<file path="src/rtl/wb_stage.sv">
// Write-back stage: one-entry buffer between the memory stage and the register-file write port.
// Waits for load data, extracts and extends it, and drives the commit signals plus the retired-instruction counter.
module wb_stage (
    input  logic        clk,
    input  logic        rst_n,
    input  logic        mem_valid_i,
    output logic        mem_ready_o,
    input  logic        flush_i,
    input  logic [63:0] mem_pc_i,
    input  logic [31:0] mem_inst_i,
    input  logic        mem_rd_wen_i,
    input  logic [4:0]  mem_rd_addr_i,
    input  logic [63:0] mem_alu_res_i,
    input  logic        mem_load_i,
    input  logic [2:0]  mem_load_op_i,
    input  logic        dmem_rvalid_i,
    input  logic [63:0] dmem_rdata_i,
    output logic        rf_wen_o,
    output logic [4:0]  rf_addr_o,
    output logic [63:0] rf_wdata_o,
    output logic        commit_valid_o,
    output logic [63:0] commit_pc_o,
    output logic [31:0] commit_inst_o,
    output logic [63:0] instret_o
);
    localparam int unsigned XLEN = 64;
    localparam int unsigned ILEN = 32;
    localparam int unsigned RW   = 5;

    typedef enum logic [1:0] {S_IDLE, S_WAIT, S_WB} state_t;

    state_t            state_q, state_d;
    logic [XLEN-1:0]   pc_q, pc_d;
    logic [ILEN-1:0]   inst_q, inst_d;
    logic              rd_wen_q, rd_wen_d;
    logic [RW-1:0]     rd_addr_q, rd_addr_d;
    logic [XLEN-1:0]   res_q, res_d;
    logic              load_q, load_d;
    logic [2:0]        load_op_q, load_op_d;
    logic              ready_q, ready_d;
    logic              rf_wen_q, rf_wen_d;
    logic [RW-1:0]     rf_addr_q, rf_addr_d;
    logic [XLEN-1:0]   rf_wdata_q, rf_wdata_d;
    logic              commit_valid_q, commit_valid_d;
    logic [XLEN-1:0]   commit_pc_q, commit_pc_d;
    logic [ILEN-1:0]   commit_inst_q, commit_inst_d;
    logic [XLEN-1:0]   instret_q, instret_d;

    logic              accept_c;
    logic              wb_next_c;
    logic [XLEN-1:0]   shifted_c;
    logic [XLEN-1:0]   load_val_c;

    assign accept_c = mem_valid_i & ready_q & ~flush_i;

    // Load extraction; the latched ALU result still holds the load address here.
    always_comb begin
        shifted_c = dmem_rdata_i >> {res_q[2:0], 3'b000};
        case (load_op_q)
            3'b000:  load_val_c = {{56{shifted_c[7]}},  shifted_c[7:0]};
            3'b001:  load_val_c = {{48{shifted_c[15]}}, shifted_c[15:0]};
            3'b010:  load_val_c = {{32{shifted_c[31]}}, shifted_c[31:0]};
            3'b100:  load_val_c = {56'd0, shifted_c[7:0]};
            3'b101:  load_val_c = {48'd0, shifted_c[15:0]};
            3'b110:  load_val_c = {32'd0, shifted_c[31:0]};
            default: load_val_c = shifted_c;
        endcase
    end

    always_comb begin
        state_d   = state_q;
        pc_d      = pc_q;
        inst_d    = inst_q;
        rd_wen_d  = rd_wen_q;
        rd_addr_d = rd_addr_q;
        res_d     = res_q;
        load_d    = load_q;
        load_op_d = load_op_q;
        instret_d = instret_q + XLEN'(state_q == S_WB);

        case (state_q)
            S_WAIT: begin
                if (dmem_rvalid_i) begin
                    res_d   = load_val_c;
                    state_d = S_WB;
                end
            end
            default: begin
                // S_IDLE and S_WB both accept; S_WB without a new entry drains to idle.
                if (accept_c) begin
                    pc_d      = mem_pc_i;
                    inst_d    = mem_inst_i;
                    rd_wen_d  = mem_rd_wen_i;
                    rd_addr_d = mem_rd_addr_i;
                    res_d     = mem_alu_res_i;
                    load_d    = mem_load_i;
                    load_op_d = mem_load_op_i;
                    state_d   = mem_load_i ? S_WAIT : S_WB;
                end else begin
                    state_d   = S_IDLE;
                end
            end
        endcase

        wb_next_c      = (state_d == S_WB);
        ready_d        = (state_d != S_WAIT);
        commit_valid_d = wb_next_c;
        rf_wen_d       = wb_next_c & rd_wen_d & (rd_addr_d != RW'(0));
        rf_addr_d      = wb_next_c ? rd_addr_d : RW'(0);
        rf_wdata_d     = wb_next_c ? res_d     : XLEN'(0);
        commit_pc_d    = wb_next_c ? pc_d      : XLEN'(0);
        commit_inst_d  = wb_next_c ? inst_d    : ILEN'(0);
    end

    always_ff @(posedge clk) begin
        if (!rst_n) begin
            state_q        <= S_IDLE;
            pc_q           <= '0;
            inst_q         <= '0;
            rd_wen_q       <= 1'b0;
            rd_addr_q      <= '0;
            res_q          <= '0;
            load_q         <= 1'b0;
            load_op_q      <= '0;
            ready_q        <= 1'b1;
            rf_wen_q       <= 1'b0;
            rf_addr_q      <= '0;
            rf_wdata_q     <= '0;
            commit_valid_q <= 1'b0;
            commit_pc_q    <= '0;
            commit_inst_q  <= '0;
            instret_q      <= '0;
        end else begin
            state_q        <= state_d;
            pc_q           <= pc_d;
            inst_q         <= inst_d;
            rd_wen_q       <= rd_wen_d;
            rd_addr_q      <= rd_addr_d;
            res_q          <= res_d;
            load_q         <= load_d;
            load_op_q      <= load_op_d;
            ready_q        <= ready_d;
            rf_wen_q       <= rf_wen_d;
            rf_addr_q      <= rf_addr_d;
            rf_wdata_q     <= rf_wdata_d;
            commit_valid_q <= commit_valid_d;
            commit_pc_q    <= commit_pc_d;
            commit_inst_q  <= commit_inst_d;
            instret_q      <= instret_d;
        end
    end

    assign mem_ready_o    = ready_q;
    assign rf_wen_o       = rf_wen_q;
    assign rf_addr_o      = rf_addr_q;
    assign rf_wdata_o     = rf_wdata_q;
    assign commit_valid_o = commit_valid_q;
    assign commit_pc_o    = commit_pc_q;
    assign commit_inst_o  = commit_inst_q;
    assign instret_o      = instret_q;

endmodule

</file>
<file path="config.mk">
export PLATFORM = sky130hd
export DESIGN_NAME = wb_stage
export DESIGN_NICKNAME = d
export VERILOG_FILES = /design/src/rtl/wb_stage.sv
export SDC_FILE = /design/constraint.sdc
export NUM_CORES = 1
export LEC_CHECK = 0
export CAP_MARGIN = 10
export CORE_AREA = 2 2 184 186
export CTS_BUF_LIST = sky130_fd_sc_hd__clkbuf_4
export CTS_CLUSTER_SIZE = 16
export DETAILED_ROUTE_END_ITERATION = 10
export DIE_AREA = 0 0 186 188
export PLACE_DENSITY_LB_ADDON = 0.12
export SLEW_MARGIN = 20
export SYNTH_ARGS = -nofsm -noshare
export SYNTH_HDL_FRONTEND = slang
export SYNTH_SLANG_ARGS = --single-unit
</file>
<file path="constraint.sdc">
create_clock -name clk -period 5.6 [get_ports clk]
set_input_delay 0.84 -clock clk [delete_from_list [all_inputs] [get_ports clk]]
set_output_delay 0.84 -clock clk [all_outputs]
set_load 0.03 [all_outputs]
</file>
==> Yosys cells after proc, flatten, opt, wreduce, memory -nomap -nowiden <==
Index checks and enable logic that the tools add are counted.
{ "totals": {"register_bits": 403, "in_bits": 239, "elab_cells": 52} }
{ "classes": {"add_sub_neg": 1, "eq_ne": 9, "shift": 1, "mux": 16, "bitwise": 6, "reduce_logical": 4} }
{ "ops": {"columns": ["operator", "n"], "rows": [
  ["64-bit case mux with 6 select lines", 1],
  ["64-bit two-way mux", 5],
  ["64-bit by 1-bit adder with 64-bit output", 1],
  ["32-bit two-way mux", 2],
  ["64-bit by 6-bit >> shifter with 64-bit output", 1],
  ["5-bit two-way mux", 2],
  ["3-bit == test (second input constant)", 3],
  ["2-bit two-way mux", 4],
  ["5-bit nonzero test", 1],
  ["1-bit AND", 4],
  ["2-bit == test (second input constant)", 2],
  ["2-bit AND reduction", 2],
  ["3-bit by 1-bit == test with 1-bit output (second input constant)", 1],
  ["3-bit by 2-bit == test with 1-bit output (second input constant)", 1],
  ["3-bit zero test", 1],
  ["2-bit by 1-bit == test with 1-bit output (second input constant)", 1],
  ["1-bit two-way mux", 2],
  ["2-bit by 1-bit inequality test with 1-bit output (second input constant)", 1],
  ["1-bit inverter", 2]
]} }

==> Longest topological paths before layout <==
Gate-level depths: netlist of the first run.
{ "depth": {"ltp_word": 7, "depth_mapped": 9, "depth_no_buf": 8} }

==> Least setup slack after synthesis of the first run <==
Ideal clock, no wire load.
{ "synth_path": {"kind": "input -> register", "from": "input port flush_i", "to": "register commit_pc_q[10] (netlist: commit_pc_o[10])", "arrival_time_ns": 2.356, "required_ns": 5.468, "setup_slack_ns": 3.112, "stages": 9, "n_path_buf": 4, "cell_sequence": "nand3b_1 buf_2 nand2b_1 clkbuf_1 nor2_1 nor2_1 clkbuf_1 buf_1 nor3_1"} }
{ "synth_between": {"elab_chain_cells": 6, "word_cells_on_any_way": 8, "classes_between": "eq/ne: 1; mux: 4; bitwise: 2; reduce/logical: 1"} }
{ "synth_lines": {"columns": ["item", "line", "text"], "rows": [
  ["from (decl)", "8", "input logic flush_i,"],
  ["1-bit inverter (*)", "54", "assign accept_c = mem_valid_i & ready_q & ~flush_i;"],
  ["1-bit AND (*)", "54", null],
  ["2-bit two-way mux", "90", "if (accept_c) begin"],
  ["2-bit two-way mux", "81", "case (state_q)"],
  ["2-bit == test", "105", "wb_next_c = (state_d == S_WB);"],
  ["2-bit AND reduction (no source line)", null, null],
  ["to (signal assigned)", "147", "commit_pc_q <= commit_pc_d;"],
  ["to (decl)", "45", "logic [XLEN-1:0] commit_pc_q, commit_pc_d;"]
]} }
Every way passes the cells marked *; elsewhere a longest branch is shown, timed or not.
A chain may end at the register's enable or synchronous reset.

==> Worst setup path after layout of the first run <==
{ "layout_path": {"from": "register res_q[2]", "to": "register rf_wdata_q[61] (netlist: rf_wdata_o[61])"} }
{ "layout_between": {"elab_chain_cells": 4} }
{ "layout_lines": {"columns": ["item", "line", "text"], "rows": [
  ["from (decl)", "37", "logic [XLEN-1:0] res_q, res_d;"],
  ["from (signal assigned)", "139", "res_q <= res_d;"],
  ["64-bit by 6-bit >> shifter with 64-bit output", "58", "shifted_c = dmem_rdata_i >> {res_q[2:0], 3'b000};"],
  ["64-bit case mux with 6 select lines", "59", "case (load_op_q)"],
  ["64-bit two-way mux", "83", "if (dmem_rvalid_i) begin"],
  ["64-bit two-way mux", "81", null],
  ["to (signal assigned)", "145", "rf_wdata_q <= rf_wdata_d;"],
  ["to (decl)", "43", "logic [XLEN-1:0] rf_wdata_q, rf_wdata_d;"]
]} }
No other way between the ends.

==> qor.csv, run 1 <==
stage,metric,value,unit
detailed_routing,wl,48980,um
sta,hold_viol,0,
clock_tree,cts_buffers,96,
synth,synth_top_area_cell,dfxtp_1,
clock_tree,ctsHoldBuffers,0,
floorplan,core_area,33110,um^2
synth,synth.cell_area,15030,um^2
synth,netlist_top_cells_area,"dfxtp_1 (49%), mux2i_1 (10%), nor3_1 (5.5%)",
finish,num-fill-cells,2848,
detailed_routing,via_count,13720,
detailed_routing,wl_met3,5049,um
pwr,peakVddDrop,0.2103,mV
synth,async_flop_share,0,%
floorplan,die_w,186,um
status,run_status,completed,
clock_tree,post_cts_buffers,0,
sta,finClkSkew,0.03239,ns
pwr,pwr-share-comb,13.6,%
finish,syn_to_final_growth,40.20,%
synth,synth_ff_type,dfxtp_1,
clock_tree,insertion_delay,0.75,ns
synth,syn_avg_cell_area,9.515,um^2
placed_design,io_buffers,470,
finish,nets,2276,
detailed_routing,antenna_left,0,
sta,worstMarginPinSlew,1.066,ns
pwr,p_sw_share,26.41,%
detailed_routing,dr_wl_met2,22320,um
synth,yosys_warnings,0,
sta,setup_viol,0,
detailed_routing,routedWlPerCell,19.19,um
setup_path,cpPeakStageDelay,0.93,ns
setup_path,path_cells,inv_1 -> mux4_2 -> o21ai_2 -> buf_4 -> nor3_2 -> a211oi_1,
synth,netlist_instances,1580,
synth,ys_seq_area_share,49.27,%
detailed_routing,drc_errors,0,
synth,synth_edf_count,0,
sta,clock.fmax,285.5,MHz
global_route,grt_pass1_vias,13450,
clock_tree,clkSlewWorstSetupHoldPaths,0.07,ns
pwr,clockPowerShare,38.4,%
floorplan,start_util,45.40,%
clock_tree,cts_max_level,3,
finish,drive_gt1_share,10.11,%
global_route,antenna_found_initial,9,
pwr,internal_power,0.004216,W
detailed_routing,met1_length,19830,um
detailed_routing,viasPerCell,5.378,
pwr,power_density,271.8,nW/um^2
clock_tree,cts.sinks,370,
floorplan,ios,471,
floorplan,fp.dieH,188,um
setup_path,critPathLaunchType,register,
setup_path,crit_fanout,39,
setup_path,cp_data_required_time,6.18,ns
global_route,grt_usage,27.48,%
sta,rsz0062_at_grt,false,
global_route,grt_first_pass_wirelength,74530,um
sta,final-max-slew-violation-count,0,
pwr,power.leakage,8.065,nW
synth,synth.top_cell.area_share,49.27,%
clock_tree,clockRootBuffer,clkbuf_4,
synth,ys_ff_latch,370,
clock_tree,cts_tree,done,
pwr,p_seq_share,48.1,%
synth,syn-num-nets,1821,
detailed_routing,dr.first_iter.drc_count,941,
sta,relSlewSlack,28.77,%
global_route,grt_max_degree,144,
setup_path,crit_path_end_kind,register,
placed_design,gp_congestion,0.9426,
floorplan,row_count,67,
floorplan,die_area,34970,um^2
sta,post-route-period-util,62.55,%
setup_path,path_class,reg -> reg,
min_path,min_path_type,reg -> reg,
setup_path,crit_arrival,4.08,ns
setup_path,cp_slowest_cell,dfxtp_1,
finish,final_util,63.65,%
detailed_routing,maxUsedRoutingLayer,met5,
sta,finalSetupTns,0,ns
global_route,gr-total-overflow,0,
synth,yosysUniqueCellTypes,63,
clock_tree,clockBufferDepth,3,
sta,period_minus_slack,3.503,ns
placed_design,hpwlAfterDp,34420,um
pwr,p_switching,0.001513,W
run,cap_violations,0,
clock_tree,cts_resized,0,
detailed_routing,drtPass1Iterations,7,
## logic make-up after synthesis
family                   after synthesis  synth area share, %
multiplexers                         186                14.39
adder cells (fa/ha/maj)                2               0.1664
AO/OA/AOI/OAI                        225                9.963
buffers and inverters                144                4.070
XOR/XNOR                              29                1.690
flip-flops                           370                49.27
AND/OR/NAND/NOR                      624                20.45
## per-layer routing
| layer | up-vias | GRT usage (%) |
|---|---|---|
| li1 | 6648 | - |
| met1 | 6367 | 33.52 |
| met2 | 597 | 42.55 |
| met3 | 110 | 10.27 |
| met4 | 2 | 13.42 |
| met5 | - | 0 |
## final timing paths
path / to / depth (start not counted) / start / slack, ns
max reg2reg: rf_wdata_o[61] / 6 / res_q[2] / 2.10
max: rf_wdata_o[61] / 6 / res_q[2] / 2.10
min: rd_wen_q / 2 / rd_wen_q / 0.46
min reg2reg: rd_wen_q / 2 / rd_wen_q / 0.46
## registers in the layout (all words and copies together) (netlist names), 31 cells and up
signal / cells
pc_q: 64
rf_wdata_o: 64
instret_o: 64
res_q: 31
inst_q: 32
commit_pc_o: 64
commit_inst_o: 32
## power by group through the flow
stage               registers (W)  logic, W  clock network, W
CTS                       0.00275  0.000772           0.00227
global route              0.00276  0.000834           0.00241
global placement          0.00281  0.000761                 0
floorplan                 0.00284  0.000397                 0
finish                    0.00275  0.000777           0.00220
detailed placement        0.00281  0.000767                 0
## area by class of cell
| type | count | area (um^2) | area share (%) |
|---|---|---|---|
| antenna | 7 | 17.52 | 0.08311 |
| clock inverter | 28 | 146.4 | 0.6946 |
| clock buffer | 132 | 991.0 | 4.702 |
| tap | 448 | 560.5 | 2.660 |
| multi-input combinational | 1066 | 7039 | 33.40 |
| inverter | 16 | 67.56 | 0.3206 |
| sequential | 370 | 7410 | 35.16 |
| timing repair buffer | 485 | 4845 | 22.99 |
## layout by cell type (no fill, tap or decap), types with 23 or more instances in the layout
cell type	instances
a21oi_1	41
and2_1	26
clkbuf_4	132
clkdlybuf4s50_1	469
dfxtp_1	368
mux2i_1	152
mux4_2	23
nand2_1	72
nand3_1	27
nand4_1	24
nor2_1	189
nor3_1	166
nor4_1	33
o21ai_0	76
## Yosys cell counts (all sizes together), types with 3 or more instances
cell type	n
nand3	27
or3	18
a31oi	3
a22oi	4
and4	6
a2bb2oi	7
a311oi	4
inv	16
xor2	17
mux2	11
nor4	34
nand2b	4
clkbuf	82
nor3	167
nor2	190
a211oi	21
nor2b	12
o221ai	11
or4	13
nand4	25
and2	27
nand3b	3
dfxtp	370
o221a	9
o31ai	14
o21a	7
mux4	23
xnor2	12
mux2i	152
and3	18
o21bai	7
buf	46
nand2	72
a21oi	41
o211ai	4
o21ai	77
## critical path: cells and delay by family, from the launching register on
family	cells	cell delay [ns]
buffers and inverters	2	0.87
DFF	1	0.93
and+or+nand+nor	1	0.64
muxes	1	0.60
AOI/OAI and AO/OA	2	0.28
## metrics by stage
step	total power, W	hold slack (ns)	std cells	instance area [um^2]	setup WS (ns)
6_report	0.005728	0.4647	2552	21080	2.097
5_1_grt	0.006004	0.4993	2551	21070	1.963
4_1_cts	0.005798	0.4657	2544	21040	2.073
3_5_place_dp	0.003579	0.4571	2384	19900	1.481
3_3_place_gp	0.003571	0.4459	2384	19900	1.423
2_1_floorplan	0.003237	0.4368	1580	15030	3.112
Power figures use the tool's default switching activity.
==> inputs of run 2 (changes only) <==
--- a/config.mk
+++ b/config.mk
@@ -6,11 +6,11 @@
 export NUM_CORES = 1
 export LEC_CHECK = 0
 export CAP_MARGIN = 10
-export CORE_AREA = 2 2 184 186
+export CORE_MARGIN = 2
+export CORE_UTILIZATION = 43
 export CTS_BUF_LIST = sky130_fd_sc_hd__clkbuf_4
 export CTS_CLUSTER_SIZE = 16
 export DETAILED_ROUTE_END_ITERATION = 10
-export DIE_AREA = 0 0 186 188
 export PLACE_DENSITY_LB_ADDON = 0.12
 export SLEW_MARGIN = 20
 export SYNTH_ARGS = -nofsm -noshare
==> constraint.sdc (replaced) <==
create_clock -name clk -period 3.2 [get_ports clk]
set_input_delay 0.48 -clock clk [delete_from_list [all_inputs] [get_ports clk]]
set_output_delay 0.48 -clock clk [all_outputs]
set_load 0.03 [all_outputs]
==> run 2 against run 1 <==
Compared with the run above:
- sequential share of layout area decreased by 0.42 points
- cell count increased by 1.0%
- register-to-register slack got worse by 1.7 ns
- routed wire length increased by 6.4%
- core utilization decreased by 1.7 points
- clock power increased by 78%
- clock skew increased by 0.037 ns
- largest cell class unchanged
- setup slack got worse by 1.7 ns
==> qor.csv, run 2 (synthesized netlist as in run 1, its figures left out) <==
stage,metric,value,unit
clock_tree,cts_buffers,95,
sta,finalSetupTns,0,ns
clock_tree,cts_tree,done,
pwr,p_sw_share,26.57,%
finish,nets,2300,
sta,hold_viol,0,
setup_path,reg2reg_to,rf_wdata_o[30],
sta,rsz0062_at_grt,false,
detailed_routing,dr.first_iter.drc_count,917,
finish,final_util,61.91,%
global_route,gr-total-overflow,0,
global_route,grt_first_pass_wirelength,78320,um
setup_path,crit_arrival,3.40,ns
setup_path,rr_worst_depth,5,
clock_tree,cts_max_level,3,
clock_tree,insertion_delay,0.78,ns
floorplan,die_w,191.0,um
global_route,grt_max_degree,131,
placed_design,gp_congestion,0.9702,
clock_tree,clockRootBuffer,clkbuf_4,
min_path,min_path_type,in -> reg,
setup_path,rrSetupSlack,0.39,ns
global_route,grt_pass1_vias,13900,
global_route,grt_usage,27.89,%
placed_design,hpwlAfterDp,37670,um
global_route,antenna_found_initial,9,
setup_path,reg2reg_from,res_q[1],
setup_path,crit_path_end_kind,register,
setup_path,cp-endpoint,rf_wdata_o[30],
pwr,pwr-share-comb,14.1,%
clock_tree,cts_resized,0,
finish,fin_area,21330,um^2
pwr,internal_power,0.007457,W
floorplan,core_area,34460,um^2
sta,whs,0.2247,ns
pwr,p_seq_share,47.4,%
detailed_routing,via_count,14040,
finish,syn_to_final_growth,41.91,%
sta,final-max-slew-violation-count,0,
pwr,clockPowerShare,38.5,%
status,run_status,completed,
sta,worstMarginPinSlew,0.9018,ns
floorplan,start_util,43.63,%
pwr,peakVddDrop,0.3378,mV
pwr,power_density,476.0,nW/um^2
floorplan,die_area,36470,um^2
placed_design,io_buffers,470,
detailed_routing,routedWlPerCell,20.21,um
run,cap_violations,0,
clock_tree,cts.sinks,370,
sta,period_minus_slack,2.810,ns
finish,final_common_cell,clkdlybuf4s50_1,
sta,finClkSkew,0.06953,ns
finish,drive_gt1_share,11.45,%
clock_tree,ctsHoldBuffers,0,
floorplan,row_count,68,
setup_path,startpoint,res_q[1],
pwr,power.leakage,8.218,nW
placed_design,place_area,20170,um^2
floorplan,fp.dieH,191.0,um
finish,layout_common_cells,"clkdlybuf4s50_1 (469), dfxtp_1 (368), nor2_1 (189)",
clock_tree,post_cts_buffers,0,
sta,relSlewSlack,39.66,%
clock_tree,clockBufferDepth,3,
sta,setup_viol,0,
pwr,p_switching,0.002698,W
setup_path,cp_data_required_time,3.79,ns
sta,clock.fmax,355.9,MHz
setup_path,path_class,reg -> reg,
detailed_routing,antenna_left,0,
detailed_routing,drtPass1Iterations,5,
pwr,finalPower,0.01016,W
sta,post-route-period-util,87.81,%
detailed_routing,wl,52090,um
floorplan,ios,471,
setup_path,crit_fanout,48,
detailed_routing,viasPerCell,5.444,
detailed_routing,drc_errors,0,
setup_path,critPathLaunchType,register,
clock_tree,clkSlewWorstSetupHoldPaths,0.07,ns
run 2: worst max-delay path, stage by stage, from the launching register on:
cell      delay, ns
dfxtp_2        0.65
buf_4          0.59
mux2i_1        0.34
o21ai_0        0.22
a311oi_1       0.65
nor3_1         0.13
run 2: through the flow:
stage               std cells  worst slack [ns]
global placement         2417            0.3615
finish                   2578            0.3902
floorplan                1580            0.8997
CTS                      2569            0.4901
detailed placement       2417            0.3428
global route             2576            0.2938
run 2: power by group through the flow:
stage | clock [W] | sequential [W] | combinational (W)
final | 0.00391 | 0.00481 | 0.00143
after CTS | 0.00404 | 0.00481 | 0.00142
after global routing | 0.00426 | 0.00483 | 0.00152
after global placement | 0 | 0.00491 | 0.00140
after floorplan | 0 | 0.00497 | 0.000695
after detailed placement | 0 | 0.00492 | 0.00141
run 2: per-layer routing:
metal | vias to the layer above | global-route usage, % | part of all wire, %
met4 | 2 | 13.03 | 3.5
met3 | 113 | 9.308 | 9.5
li1 | 6689 | - | -
met1 | 6619 | 34.45 | 41
met5 | - | 0 | 0.025
met2 | 612 | 43.87 | 46
run 2: worst min path at each step:
stage	from	slack, ns	end	cells past startpoint
detailed placement	rd_wen_q	0.46	rd_wen_q	2
floorplan	rd_wen_q	0.44	rd_wen_q	2
finish	rst_n	0.22	res_q[5]	2
global route	rst_n	0.19	mem_ready_o	2
global placement	rd_wen_q	0.45	rd_wen_q	2
CTS	rst_n	0.16	instret_o[30]	3
run 2: final cells by class:
type	instances	area [um^2]
Clock inverter	15	111.4
Multi-Input combinational cell	1066	7037
Timing Repair Buffer	510	5087
Sequential cell	370	7410
Clock buffer	137	1028
Fill cell	3011	13130
Antenna cell	9	22.52
Inverter	16	67.56
Tap cell	455	569.3
==> RTL edit 1 (settings of run 2) <==
`res_q` no longer has a reset.
--- a/src/rtl/wb_stage.sv
+++ b/src/rtl/wb_stage.sv
@@ -121,3 +121,2 @@
             rd_addr_q      <= '0;
-            res_q          <= '0;
             load_q         <= 1'b0;
@@ -138,3 +137,2 @@
             rd_addr_q      <= rd_addr_d;
-            res_q          <= res_d;
             load_q         <= load_d;
@@ -152,2 +150,6 @@
 
+    always_ff @(posedge clk) begin
+        res_q <= res_d;
+    end
+
     assign mem_ready_o    = ready_q;
Function: no difference found for any inputs over 4 cycles, from zero or initial values and one cycle with rst_n low; that may be too few to reach the edited logic, so the function may still have changed.
==> RTL edit 1 against run 2 <==
- design area increased by 4.1%
- largest cell class unchanged
- wire length increased by 0.25%
- highest routed layer unchanged
- worst setup slack improved by 0.23 ns
- power increased by 18%
- sequential cell count increased by 33
- synthesized area increased by 4.1%
- non-clock buffer count increased by 4
- fmax increased by 9.1%
==> RTL edit 1: results (changes against run 2) <==
* Global-route wire length before repair at 79500 um (was 78300 um)
* Tot GR Track Use at 26.8% (was 27.9%)
* Sw Pwr at 0.00343 W (was 0.00270 W)
* Leak at 8.60 nW (was 8.22 nW)
* TritonCTS buffer count at 107 (was 95)
* Register area share after synthesis at 51.5% (was 49.3%)
* PwrDens at 540 nW/um^2 (was 476 nW/um^2)
* Wire per inst at 19.5 um (was 20.2 um)
* Port Buf Inserts at 470 (unchanged)
* Critical Path Start: state_q[1] (was res_q[1])
* Reg clk slew, reported paths at 0.07 ns (about the same)
* Cells on worst reg2reg path at 7 (was 5)
* Placed Cells at 2490 (was 2417)
* Hold endpoint: load_op_q[0] (was res_q[5])
* Fin Hold WS at 0.259 ns (was 0.225 ns)
* Top delay family on crit path: simple AND/OR/NAND/NOR gates (was compound AO/OA/AOI/OAI gates)
* Crit path max fanout at 11 (was 48)
* CP Capture Point: instret_o[50] (was rf_wdata_o[30])
* Layout cells sized above 1 at 11.3% (was 11.4%)
* Fin nets at 2380 (was 2300)
* Clock power share at 36.8% (was 38.5%)
* Final worst-path cycle share at 80.5% (was 87.8%)
* Largest net degree at the start of global routing at 97 (was 131)
* Worst reg-to-reg setup slack at 0.63 ns (was 0.39 ns)
* WHS Path Cells at 3 (was 2)
* Drt pass-1 iters at 8 (was 5)
* Synth top area cells: dfxtp_1, mux2i_1, nor3_1 (unchanged)
* P_comb at 0.00212 W (was 0.00143 W)
* Clock root buffer: clkbuf_4 (unchanged)
* Number of global-route vias before repair at 14100 (was 13900)
* Class of the worst hold path: input port to register (unchanged)
* Max IR drop VDD at 363 uV (was 338 uV)
* Dpl ws at 0.459 ns (was 0.343 ns)
* Clock skew at 0.0376 ns (was 0.0695 ns)
* DRT iter0 DRCs at 940 (was 917)
* Syn avg cell area at 9.58 um^2 (was 9.51 um^2)
* Worst flop-to-flop path startpoint: state_q[1] (was res_q[1])
* Hpwl dp at 37400 um (was 37700 um)
* Setup bufs post-CTS at 0 (unchanged)
* Finished Layout Cells at 2684 (was 2578)
* Slew @ Worst Pin at 0.914 ns (was 0.902 ns)
* Routed vias/inst at 5.39 (was 5.44)
* Initial antenna violation count at 7 (was 9)
* Syn nets at 1875 (was 1821)
* Status: complete, no violations (unchanged)
* Rel. slew slack at 39.0% (was 39.7%)
* CP max-delay cell: or4_1 (was dfxtp_2)
* Worst stage delay on the critical path at 0.60 ns (was 0.65 ns)
* GPL Wtd Cong at 0.946 (was 0.970)
* Unique masters post-synth at 58 (was 63)
* Final-layout fill cell count at 3100 (was 3011)
* Arrival time worst endpoint at 3.29 ns (was 3.40 ns)
* HP Start: mem_load_op_i[0] (was rst_n)
* Multi-input gate area at 6990 um^2 (was 7040 um^2)
RTL edit 1: metal layers:
metal / track usage [%] / vias to the layer above / routed length [um]
li1: - / 6977 / -
met1: 30.5 / 6771 / 19900
met2: 44.2 / 606 / 24900
met3: 9.54 / 120 / 5160
met4: 13.9 / 2 / 2260
met5: 0 / - / 13
RTL edit 1: cell families after synthesis:
kind of cell    synth area share, %
mux                            12.3
flops                          51.5
compound gates                 12.2
fa+ha+maj                     0.160
simple gates                   18.3
xor+xnor                       1.51
buf+inv                        3.95
RTL edit 1: final cells by class:
type,instances,share of cell area [%]
diodes,6,0.0676
clock buffers,153,5.17
repair buffers,514,23.1
well taps,461,2.60
multi-input cells,1090,31.5
clock inverters,34,0.811
inverters,23,0.411
flip-flops and latches,403,36.3
RTL edit 1: worst min-delay path, delay by kind of cell:
family | cells | cell delay [ns]
AND/OR/NAND/NOR | 1 | 0.08
AO/OA/AOI/OAI | 1 | 0.06
buffers and inverters | 1 | 0.40
==> RTL edit 2 (config.mk and constraints of run 2) <==
Made on the original files. Re-encode `state_t` (3 states) as one-hot, 3 bits wide.
--- a/src/rtl/wb_stage.sv
+++ b/src/rtl/wb_stage.sv
@@ -29,3 +29,3 @@
 
-    typedef enum logic [1:0] {S_IDLE, S_WAIT, S_WB} state_t;
+    typedef enum logic [2:0] {S_IDLE = 3'b001, S_WAIT = 3'b010, S_WB = 3'b100} state_t;
 
Formal check against the unedited RTL: no difference found for any inputs over 4 cycles, from zero or initial values and one cycle with rst_n low; so few cycles prove little.
==> RTL edit 2 against run 2 <==
- worst setup slack lost 0.065 ns
- sequential cell count up 34
- count of clock-buffer cells in the layout increased by 14
- worst hold slack worse by 0.022 ns
- die area up 8.7%
- largest cell class unchanged
- synthesized area is 8.9% higher
- design area is 8.4% higher
- wire length rose by 8.8%
- power grew 8.7%
==> RTL edit 2: results (changes against run 2) <==
* Worst stage delay on the critical path at 0.72 ns (was 0.65 ns)
* Worst-Skew Late Latency at 0.82 ns (was 0.78 ns)
* Unique masters post-synth at 66 (was 63)
* Syn nets at 1994 (was 1821)
* Leak at 8.71 nW (was 8.22 nW)
* Synth cell count leaders: dfxtp_1, nor2_1, nor3_1, mux2i_1, nand2_1 (was dfxtp_1, nor2_1, nor3_1, mux2i_1, clkbuf_1)
* Complex-gate fraction of the synthesized area at 12.0% (was 9.96%)
* Post-Layout Inst Area at 23100 um^2 (was 21300 um^2)
* Top delay family on crit path: simple AND/OR/NAND/NOR gates (was compound AO/OA/AOI/OAI gates)
* Slew @ Worst Pin at 0.982 ns (was 0.902 ns)
* Hpwl dp at 41200 um (was 37700 um)
* Fin nets at 2485 (was 2300)
* Status: complete, no violations (unchanged)
* WL met3 at 5300 um (was 4950 um)
* Clock skew at 0.0437 ns (was 0.0695 ns)
* Number of global-route vias before repair at 15300 (was 13900)
* Layout cells sized above 1 at 11.3% (was 11.4%)
* Via count at 15600 (was 14000)
* Largest net degree at the start of global routing at 96 (was 131)
* GPL Wtd Cong at 0.943 (was 0.970)
* Wl on met1 at 22600 um (was 21300 um)
* Pint at 0.00809 W (was 0.00746 W)
* WL met2 at 26600 um (was 24000 um)
* Dpl ws at 0.0676 ns (was 0.343 ns)
* Register area share after synthesis at 49.4% (was 49.3%)
* DRT iter0 DRCs at 1139 (was 917)
* Synth Area in XOR/XNOR at 1.82% (was 1.69%)
* Placed Area at 21800 um^2 (was 20200 um^2)
* Global-route wire length before repair at 85400 um (was 78300 um)
* TritonCTS buffer count at 105 (was 95)
* Met3 usage at 8.88% (was 9.31%)
* Arrival time worst endpoint at 3.51 ns (was 3.40 ns)
* Crit path max fanout at 20 (was 48)
* Tot GR Track Use at 27.9% (about the same)
* Synth top area cells: dfxtp_1, mux2i_1, nor3_1 (unchanged)
* Total Wirelength at 56700 um (was 52100 um)
* P_seq at 0.00524 W (was 0.00481 W)
* Initial antenna violation count at 11 (was 9)
* CP max-delay cell: nor3_1 (was dfxtp_2)
* Max IR drop VDD at 345 uV (was 338 uV)
* Warning count from the yosys run at 0 (unchanged)
* Clock power share at 39.0% (was 38.5%)
* Yosys top cell area share at 49.4% (was 49.3%)
* Mux cell area share after synthesis at 13.0% (was 14.4%)
* Met1 usage at 34.2% (was 34.4%)
* Met2 usage at 44.8% (was 43.9%)
==> RTL edit 2: path summary, 6_finish.rpt <==
| kind | startpoint | to | slack, ns | depth (start not counted) |
|---|---|---|---|---|
| worst min register to register | rd_wen_q | rd_wen_q | 0.47 | 2 |
| worst max register to register | res_q[2] | rf_wdata_o[30] | 0.32 | 6 |
| worst min-delay path | mem_load_op_i[0] | load_op_q[0] | 0.20 | 3 |
| worst max-delay path | res_q[2] | rf_wdata_o[30] | 0.32 | 6 |
==> RTL edit 2: area by class of cell <==
cell class | count | area, um^2 | area share (%)
Antenna cell | 9 | 22.5 | 0.0974
Clock buffer | 151 | 1130 | 4.90
Clock inverter | 24 | 135 | 0.584
Inverter | 23 | 93.8 | 0.406
Multi-Input combinational cell | 1186 | 7720 | 33.4
Sequential cell | 404 | 8090 | 35.0
Tap cell | 511 | 639 | 2.76
Timing Repair Buffer | 524 | 5300 | 22.9
==> RTL edit 2: cell families (layout without fill, tap and decap cells) <==
| logic type | count (synthesis) | count (layout) |
|---|---|---|
| multiplexers | 198 | 198 |
| AND/OR/NAND/NOR | 649 | 649 |
| adder cells (fa/ha/maj) | 2 | 2 |
| other | 0 | 9 |
| AO/OA/AOI/OAI | 303 | 303 |
| XOR/XNOR | 34 | 34 |
| buffers and inverters | 163 | 722 |
| flip-flops | 404 | 404 |
==> RTL edit 2: per-stage QoR <==
step,instances,TNS [ns],power (W)
2_1_floorplan,1753,0,0.00613
3_3_place_gp,2647,-1.17,0.00680
3_5_place_dp,2648,0,0.00682
4_1_cts,2823,0,0.0111
5_1_grt,2830,0,0.0115
6_report,2832,0,0.0110
